$ cat src/rtl/spi_master_shifter.sv
// Byte-serial SPI master shifter: turns divider half-period strobes into SCLK/MOSI/CS_n with runtime CPOL/CPHA.
// Define SPI_LSB_FIRST_EN to shift LSB first on both MOSI and MISO; the default build is MSB first.
module spi_master_shifter #(
  parameter int DATA_W     = 8,
  parameter int EDGE_CNT_W = 6
) (
  input  logic              clk,
  input  logic              reset,
  input  logic              half_tick,
  input  logic              start,
  input  logic [DATA_W-1:0] tx_data,
  input  logic              cpol,
  input  logic              cpha,
  input  logic              miso,
  output logic              sclk_o,
  output logic              mosi,
  output logic              cs_n,
  output logic              busy,
  output logic              done,
  output logic [DATA_W-1:0] rx_data
);

  // Handshake: start is a level sampled only in IDLE and never in the clk where done is high;
  // done is a single-clk pulse that marks rx_data valid, and rx_data holds until the next done.

  typedef enum logic [1:0] {IDLE, SETUP, XFER, HOLD} state_t;

  localparam logic [EDGE_CNT_W-1:0] LAST_EDGE = EDGE_CNT_W'(2 * DATA_W - 1);

  state_t                state_q, state_d;
  logic [EDGE_CNT_W-1:0] cnt_q, cnt_d;
  logic [DATA_W-1:0]     tx_sr_q, tx_sr_d;
  logic [DATA_W-1:0]     rx_sr_q, rx_sr_d;
  logic [DATA_W-1:0]     rx_data_q, rx_data_d;
  logic                  sclk_q, sclk_d;
  logic                  mosi_q, mosi_d;
  logic                  cs_n_q, cs_n_d;
  logic                  busy_q, busy_d;
  logic                  done_q, done_d;
  logic                  cpol_q, cpol_d;
  logic                  cpha_q, cpha_d;
  logic                  sample_edge;

  function automatic logic tx_bit(input logic [DATA_W-1:0] v);
`ifdef SPI_LSB_FIRST_EN
    return v[0];
`else
    return v[DATA_W-1];
`endif
  endfunction

  function automatic logic [DATA_W-1:0] tx_shift(input logic [DATA_W-1:0] v);
`ifdef SPI_LSB_FIRST_EN
    return {1'b0, v[DATA_W-1:1]};
`else
    return {v[DATA_W-2:0], 1'b0};
`endif
  endfunction

  function automatic logic [DATA_W-1:0] rx_shift(input logic [DATA_W-1:0] v, input logic b);
`ifdef SPI_LSB_FIRST_EN
    return {b, v[DATA_W-1:1]};
`else
    return {v[DATA_W-2:0], b};
`endif
  endfunction

  // Even edges lead, odd edges trail; CPHA picks which of the two samples MISO.
  assign sample_edge = cpha_q ? cnt_q[0] : ~cnt_q[0];

  always_comb begin
    state_d   = state_q;
    cnt_d     = cnt_q;
    tx_sr_d   = tx_sr_q;
    rx_sr_d   = rx_sr_q;
    rx_data_d = rx_data_q;
    sclk_d    = sclk_q;
    mosi_d    = mosi_q;
    cs_n_d    = cs_n_q;
    busy_d    = busy_q;
    done_d    = 1'b0;
    cpol_d    = cpol_q;
    cpha_d    = cpha_q;

    case (state_q)
      IDLE: begin
        sclk_d = cpol;
        if (start && !done_q) begin
          cpol_d  = cpol;
          cpha_d  = cpha;
          cs_n_d  = 1'b0;
          busy_d  = 1'b1;
          cnt_d   = '0;
          rx_sr_d = '0;
          state_d = SETUP;
          if (!cpha) begin
            mosi_d  = tx_bit(tx_data);
            tx_sr_d = tx_shift(tx_data);
          end else begin
            tx_sr_d = tx_data;
          end
        end
      end
      SETUP: begin
        if (half_tick) begin
          cnt_d   = '0;
          state_d = XFER;
        end
      end
      XFER: begin
        if (half_tick) begin
          sclk_d = ~sclk_q;
          cnt_d  = cnt_q + EDGE_CNT_W'(1);
          if (sample_edge) begin
            rx_sr_d = rx_shift(rx_sr_q, miso);
          end else if (cnt_q != LAST_EDGE) begin
            mosi_d  = tx_bit(tx_sr_q);
            tx_sr_d = tx_shift(tx_sr_q);
          end
          if (cnt_q == LAST_EDGE) begin
            state_d = HOLD;
          end
        end
      end
      HOLD: begin
        if (half_tick) begin
          cs_n_d    = 1'b1;
          busy_d    = 1'b0;
          rx_data_d = rx_sr_q;
          done_d    = 1'b1;
          state_d   = IDLE;
        end
      end
      default: state_d = IDLE;
    endcase
  end

  always_ff @(posedge clk) begin
    if (!reset) begin
      state_q   <= IDLE;
      cnt_q     <= '0;
      tx_sr_q   <= '0;
      rx_sr_q   <= '0;
      rx_data_q <= '0;
      sclk_q    <= 1'b0;
      mosi_q    <= 1'b0;
      cs_n_q    <= 1'b1;
      busy_q    <= 1'b0;
      done_q    <= 1'b0;
      cpol_q    <= 1'b0;
      cpha_q    <= 1'b0;
    end else begin
      state_q   <= state_d;
      cnt_q     <= cnt_d;
      tx_sr_q   <= tx_sr_d;
      rx_sr_q   <= rx_sr_d;
      rx_data_q <= rx_data_d;
      sclk_q    <= sclk_d;
      mosi_q    <= mosi_d;
      cs_n_q    <= cs_n_d;
      busy_q    <= busy_d;
      done_q    <= done_d;
      cpol_q    <= cpol_d;
      cpha_q    <= cpha_d;
    end
  end

  assign sclk_o  = sclk_q;
  assign mosi    = mosi_q;
  assign cs_n    = cs_n_q;
  assign busy    = busy_q;
  assign done    = done_q;
  assign rx_data = rx_data_q;

endmodule

$ cat config.mk
export PLATFORM = sky130hd
export DESIGN_NAME = spi_master_shifter
export DESIGN_NICKNAME = d
export VERILOG_FILES = /design/src/rtl/spi_master_shifter.sv
export SDC_FILE = /design/constraint.sdc
export NUM_CORES = 1
export LEC_CHECK = 0
export CAP_MARGIN = 5
export CORE_MARGIN = 2
export CORE_UTILIZATION = 62
export DETAILED_ROUTE_END_ITERATION = 16
export DONT_BUFFER_PORTS = 1
export PLACE_DENSITY = 0.78
export SLEW_MARGIN = 20
export SYNTH_ARGS = -nofsm -noshare
export SYNTH_HDL_FRONTEND = slang
export SYNTH_SLANG_ARGS = --single-unit
$ cat constraint.sdc
create_clock -name clk -period 2 [get_ports clk]
set_input_delay 0.2 -clock clk [delete_from_list [all_inputs] [get_ports clk]]
set_output_delay 0.2 -clock clk [all_outputs]
set_load 0.01 [all_outputs]
Word-level counts from Yosys, hierarchy flattened --
Index checks and enable logic that the tools add are counted. Widths: inputs -> output; s select.
Cells by class: $add $sub $neg 1, multipliers 0, divide/modulo/power cells 0, order comparisons 0, equality and inequality tests 14, shift-type cells 0, muxes and demuxes 36, bitwise operators 2, reduce and logical (&&, ||, !) cells 16
Operators with widths (count):
- $mux 8 | 8
- $pmux 8 s2 | 2
- $mux 6 | 3
- $ne 2x2->1 const B | 9
- $pmux 6 s3 | 1
- $mux 1 | 12
- $mux 2 | 5
- $reduce_and 5->1 | 2
- $pmux 1 s2 | 4
- $pmux 2 s4 | 1
- $reduce_and 2->1 | 4
- $reduce_and 4->1 | 2
- $add 6x1->6 const B | 1
- $eq 6x4->1 const B | 1
- $ne 6x4->1 const B | 1
- $reduce_and 6->1 | 1
- $eq 2x2->1 const B | 2
- $reduce_bool 2->1 | 2
- $reduce_and 3->1 | 1
- $reduce_bool 3->1 | 1
- $eq 2x1->1 const B | 1
- $logic_not 2->1 | 1
- $not 1->1 | 2
- $logic_and 1x1->1 | 1
- $logic_not 1->1 | 1
Storage, ports and cells: bits in registers 38, bits in latches 0, bits in writable memories 0, memory bits (read-only) 0, input bits 15, word-level logic and storage cells 80, memories kept 0

Depth between registers and ports, before layout --
Gate-level depths: netlist (run 1).
word-level depth 5, depth in mapped cells 8, depth with buffers taken out 6

Worst setup path before layout (run 1) --
OpenSTA, ideal clock, no wires.
path kind register -> register, start point reg state_q[0], end point reg cnt_q[3], setup time 0.070 ns, arrival 1.717 ns, data required time 1.930 ns, setup slack 0.212 ns, cell stages (with the launch flop) 8, path buffers 1, cells stage by stage dfxtp_1 -> inv_1 -> ha_1 -> o21ba_1 -> a211o_1 -> buf_2 -> or3_1 -> a21oi_1
On the way: word-level cells in the longest chain between the ends 3
RTL lines:
- start: declaration | RTL line 30 | state_t state_q, state_d;
- start signal: assignment | RTL line 153 | state_q <= state_d;
- $eq 2x1->1 (tied with other cells) | RTL line 85 | case (state_q)
- $ne 2x2->1 (no source line) or $reduce_bool 3->1 (tied branches)
- $reduce_and 4->1 (no source line)
- end signal: assignment | RTL line 154 | cnt_q <= cnt_d;
- end: declaration | RTL line 31 | logic [EDGE_CNT_W-1:0] cnt_q, cnt_d;
Several ways; a longest one is shown, not always the timed one. A chain may end at the register's enable or synchronous reset.

Worst setup path after layout (run 1) --
start point reg state_q[0], end point reg state_q[0]
On the way: word-level cells in the longest chain between the ends 3
RTL lines (RTL line):
- $eq 2x2->1 (tied with other cells) | 85
- $ne 2x2->1 (no source line)
- $reduce_and 5->1 (no source line)
Several ways; a longest one is shown, not always the timed one.

==> results of run 1 <==
layout by cell type (no fill, tap or decap), types with 2 or more instances in the layout:
master         synthesis  final
or3_1                  3      3
o211ai_1               8      8
inv_1                  6      6
o21ai_0               27     27
dlygate4sd3_1          0      4
nand4_1                9      9
nand2b_1               2      2
buf_4                  0      7
nand3_1                3      3
and2_1                 3      3
a21oi_1               34     34
clkbuf_4               0      5
ha_1                   5      3
dfxtp_1               38     37
clkinvlp_4             0      2
nor2_1                 7      7
a211oi_1               2      2
mux2i_1               11     11
a21o_1                 2      2
and3_1                 2      2
ha_2                   0      2
nand2_1               28     28
path summary, 6_finish.rpt:
| path | end | slack (ps) | cells after the start |
|---|---|---|---|
| hold reg to reg | rx_data[7] | 470 | 2 |
| setup / recovery | state_q[0] | 80 | 6 |
| setup reg to reg | state_q[0] | 80 | 6 |
| hold / removal | sclk_o | 30 | 2 |
flip-flops by register name, indices dropped and copies added (netlist names):
name     cells
busy         1
cnt_q        6
cpha_q       1
cs_n         1
done         1
mosi         1
rx_data      8
rx_sr_q      8
sclk_o       1
state_q      2
tx_sr_q      8
routing by layer:
layer	vias to the layer above	track usage, %	share of wire, %
met2	50	44.97	49
met3	5	8.482	7.7
met5	-	0	0
li1	802	-	-
met1	776	32.15	42
met4	0	12.96	1.5
power by group through the flow:
stage,Sequential (W),Clock [W],Combinational [W]
2_1_floorplan,0.000983,0,0.000772
3_3_place_gp,0.000997,0,0.000972
3_5_place_dp,0.00101,0,0.00101
4_1_cts,0.000989,0.000543,0.00104
5_1_grt,0.00101,0.000561,0.00119
6_report,0.000993,0.000527,0.00106
per-stage QoR:
step	setup WS [ps]	cell area, sq um
final	79.75	1977
after global routing	12.47	1977
after CTS	23.11	1967
after detailed placement	-42.60	1838
after global placement	103.4	1838
after floorplan	212.4	1804
cell type report:
| cell class | instances | area share [%] |
|---|---|---|
| Sequential cell | 38 | 38.54 |
| Clock buffer | 5 | 1.899 |
| Inverter | 6 | 1.139 |
| Clock inverter | 3 | 2.278 |
| Timing Repair Buffer | 11 | 4.684 |
| Multi-Input combinational cell | 163 | 49.49 |
| Tap cell | 31 | 1.962 |
timing repair:
| item | 4_1_cts | 5_1_grt |
|---|---|---|
| endpoints found under the setup margin | 7 | 15 |
| gates resized for setup | 2 | 3 |
| pin swaps | 0 | 1 |
| hold buffers | 4 | 0 |
| endpoints found under the hold margin | 6 | 0 |
synth_stat cells (4+ instances only):
master and number:
dfxtp_1 38, a21oi_1 34, nand2_1 28, o21ai_0 27, mux2i_1 11, clkbuf_1 9
nand4_1 9, o211ai_1 8, nor2_1 7, inv_1 6, ha_1 5, buf_2 4
cell families after synthesis:
logic type | Yosys count
DFF | 38
AOI/OAI and AO/OA | 83
muxes | 11
buffers and inverters | 20
adders and majority gates | 5
xor gates and xnor gates | 2
and+or+nand+nor | 62
worst max-delay path, cell delays in order (launching register included):
cell and delay [ps]:
dfxtp_2 380, inv_1 80, ha_2 230, o21ba_1 210, a221oi_1 450, a21oi_1 150
a311oi_1 320
==> flow_summary.ini, run 1 <==
[outcome]
outcome = finished, final reports clean

[synth]
synth_cell_types = 37
synth_adder_area_share_pct = 3.467
synth-seq-cells = 38
async_flop_share_pct = 0
avgSynthCellArea_sq_um = 8.164
syn_nets = 241
synth_simple_gate_area_share_pct = 16.50
synthTopCellsByArea = dfxtp_1, a21oi_1, o21ai_0, mux2i_1, nand2_1
synth_edf_count = 0
netlist.area_leader.share_pct = 42.16
synthMuxAreaShare_pct = 6.103
synth_cells = 221
yosys_warnings = 0
synth-xor-area-share_pct = 0.9709
synthFlopType = dfxtp_1
synth_top_family_by_area = compound AO/OA/AOI/OAI gates
syn-cell-area_sq_mm = 0.001804
yosysSeqAreaShare_pct = 42.16
synth_compound_area_share_pct = 26.35
synth_top_area_cell = dfxtp_1

[global_routing]
grt-ovfl-total = 0
grt_max_degree = 27
grt_pass1_wl_um = 6975
grt_pass1_vias = 1587
antenna_found_initial = 0
grt_use_total_pct = 27.22

[power]
leakage_nw = 0.6979
finalPower_w = 0.002585
p_per_area_mw_per_mm2 = 1307
swShare_pct = 39.21
irDropWorstVdd_v = 0.001196
p_sw_w = 0.001013
pwr-share-comb_pct = 41.2
power.share.clock_pct = 20.4
seq_power_share_pct = 38.4
intPower_w = 0.001571

[sta]
maxSlewViolCount = 0
setup_tns_ps = 0
clock_skew_ps = 12.50
rsz0062_at_grt = false
hold_viol = 0
worst_slew_pin_slew_ps = 543.2
setup_viol = 0
whs_ps = 27.12
min_period_over_period_pct = 96.01
period_minus_slack_ps = 1920
max_freq_mhz = 520.8
slew_headroom_pct = 63.79

[floorplanning]
pin_count = 28
core_area_sq_mm = 0.002758
row_count = 19
dieArea_sq_mm = 0.003358
die_x_um = 57.95
start_util_pct = 65.43
die_y_um = 57.95

[place]
placed_cells_incl_taps = 245
hpwl_um = 2764
gp_congestion = 0.8303
numPortBuffers = 0

[drt]
drt-initial-drc-count = 103
vias = 1633
wl_um = 4092
firstDrtPassIters = 4
ant_nets = 0
vias_per_cell = 6.354
wire_per_inst_um = 15.92
drcViolationCount = 0

[finish]
antenna_cells = 0
drive_above_1_share_pct = 9.292
fin_nets = 245
seq_area_sq_um = 762.0
fin_util_pct = 71.69
multi_input_area_sq_um = 978.4
instances_no_fill = 257
fillers = 218
area_delta_synth_final_pct = 9.570

[worst_setup_path]
crit_fanout = 6
r2r-start = state_q[0]
startpoint_type = register
cp.arrival_ps = 2160
required_ps = 2240
crit_start = state_q[0]
end_kind = register
critical_path_class = register to register

[min_path]
hold_path.class = primary input to register
hp-start = cpol

[clocking]
cts_made_buffers = 5
clkSinkCount = 38
cts.path.max_buffers = 2
htree_levels = 2
root_buffer = clkbuf_4
cts_tree = built
post_cts_buffers = 0
clkTransAtPathRegs_ps = 120
clk_latency_ps = 350

[flow_run]
cap_violations = 0
Note: power is estimated with default switching activity, not from simulation.
==> run 2, diff against run 1 <==
GPL_TIMING_DRIVEN = 0   (was unset)
==> flow_summary.ini, run 2 (synthesized netlist as in run 1, its figures left out) <==
[finish]
final_common_cell = dfxtp_1
mostFrequentLayoutCells = dfxtp_1, a21oi_1, nand2_1
antenna_cells = 0
seq_area_sq_um = 764.5
multi_input_area_sq_um = 997.2
area_delta_synth_final_pct = 9.154
fin_nets = 250
fillers = 228
drive_above_1_share_pct = 9.524

[outcome]
outcome = finished, final reports clean

[place]
gp_congestion = 0.8443
numPortBuffers = 0
hpwl_um = 2969

[sta]
setup_viol = 0
clock_skew_ps = 7.437
max_freq_mhz = 522.5
rsz0062_at_grt = false
worst_slew_pin_slew_ps = 511.3
slew_headroom_pct = 65.91
maxSlewViolCount = 0
min_period_over_period_pct = 95.70
setup_tns_ps = 0
period_minus_slack_ps = 1914
whs_ps = 4.188
hold_viol = 0

[floorplanning]
pin_count = 28
die_y_um = 57.95
start_util_pct = 65.43
core_area_sq_mm = 0.002758
dieArea_sq_mm = 0.003358
die_x_um = 57.95
row_count = 19

[worst_setup_path]
critical_path_class = register to register
crit_fanout = 10
cp.arrival_ps = 2190
r2r-start = state_q[0]
required_ps = 2280
end_kind = register
startpoint_type = register
crit_start = state_q[0]

[clocking]
post_cts_buffers = 0
clkTransAtPathRegs_ps = 120
cts_made_buffers = 5
htree_levels = 2
root_buffer = clkbuf_4
cts.path.max_buffers = 2
clkSinkCount = 38
clk_latency_ps = 350
cts_tree = built

[drt]
vias_per_cell = 6.389
vias = 1674
ant_nets = 0
wire_per_inst_um = 16.04
firstDrtPassIters = 4
wl_um = 4203
drcViolationCount = 0
drt-initial-drc-count = 127

[min_path]
hold_path.class = primary input to register
hp-start = miso

[power]
irDropWorstVdd_v = 0.0009446
leakage_nw = 0.6885
p_per_area_mw_per_mm2 = 1273

[flow_run]
cap_violations = 0

[global_routing]
grt_pass1_vias = 1699
grt_pass1_wl_um = 7355
antenna_found_initial = 0
grt-ovfl-total = 0
grt_use_total_pct = 28.38
grt_max_degree = 13
run 2: cell count changes in the layout (fill, tap and decap cells not counted), moves of 2 or more:
cell / before / now
buf_4: 7 / 0
a211oi_2: 0 / 2
a211oi_1: 2 / 0
dlygate4sd3_1: 4 / 2
clkbuf_1: 0 / 9
buf_2: 0 / 2
clkbuf_4: 5 / 7
run 2: routing by layer:
layer	track usage [%]	wire length (um)
met5	0	0
met4	10.96	65
met3	8.036	362
met2	47.40	2041
met1	34.66	1734
run 2: worst max-delay path, cell delays in order, from the launching register on:
cell	delay, ps
dfxtp_4	380
inv_1	60
ha_2	200
o21ba_1	210
a211o_1	290
clkbuf_4	190
or3_1	350
a21oi_1	170
run 2: what timing repair did:
| item | 4_1_cts | 5_1_grt |
|---|---|---|
| hold buffers | 1 | 1 |
| gates cloned | 0 | 0 |
| gates resized for setup | 1 | 11 |
| endpoints found under the setup margin | 1 | 23 |
| pin swaps | 0 | 0 |
| hold endpoints to repair | 2 | 1 |
run 2: area by class of cell:
type / count / area share, %
Timing Repair Buffer: 2 / 1.017
Sequential cell: 38 / 38.82
Clock inverter: 2 / 0.6353
Multi-Input combinational cell: 163 / 50.64
Buffer: 14 / 3.177
Inverter: 6 / 1.144
Tap cell: 31 / 1.970
Clock buffer: 6 / 2.605
run 2: power breakdown:
group          switching [W]  internal [W]
registers          0.0000994      0.000896
logic               0.000696      0.000388
clock network       0.000259      0.000169
run 2: path summary, 6_finish.rpt:
check	end	slack, ps	depth (start not counted)
setup / recovery	cnt_q[3]	90	7
hold reg to reg	rx_data[1]	480	2
hold / removal	rx_sr_q[0]	4	2
setup reg to reg	cnt_q[3]	90	7
run 2: through the flow:
step | setup slack [ps] | instances | total power (W) | instance area, sq um | utilization [%]
6_report | 85.95 | 262 | 0.002508 | 1969 | 71.42
5_1_grt | 3.863 | 262 | 0.002669 | 1969 | 71.42
4_1_cts | 11.87 | 261 | 0.002424 | 1921 | 69.65
3_5_place_dp | 22.61 | 252 | 0.001993 | 1843 | 66.83
3_3_place_gp | 110.4 | 252 | 0.001924 | 1843 | 66.83
2_1_floorplan | 212.4 | 221 | 0.001755 | 1804 | -
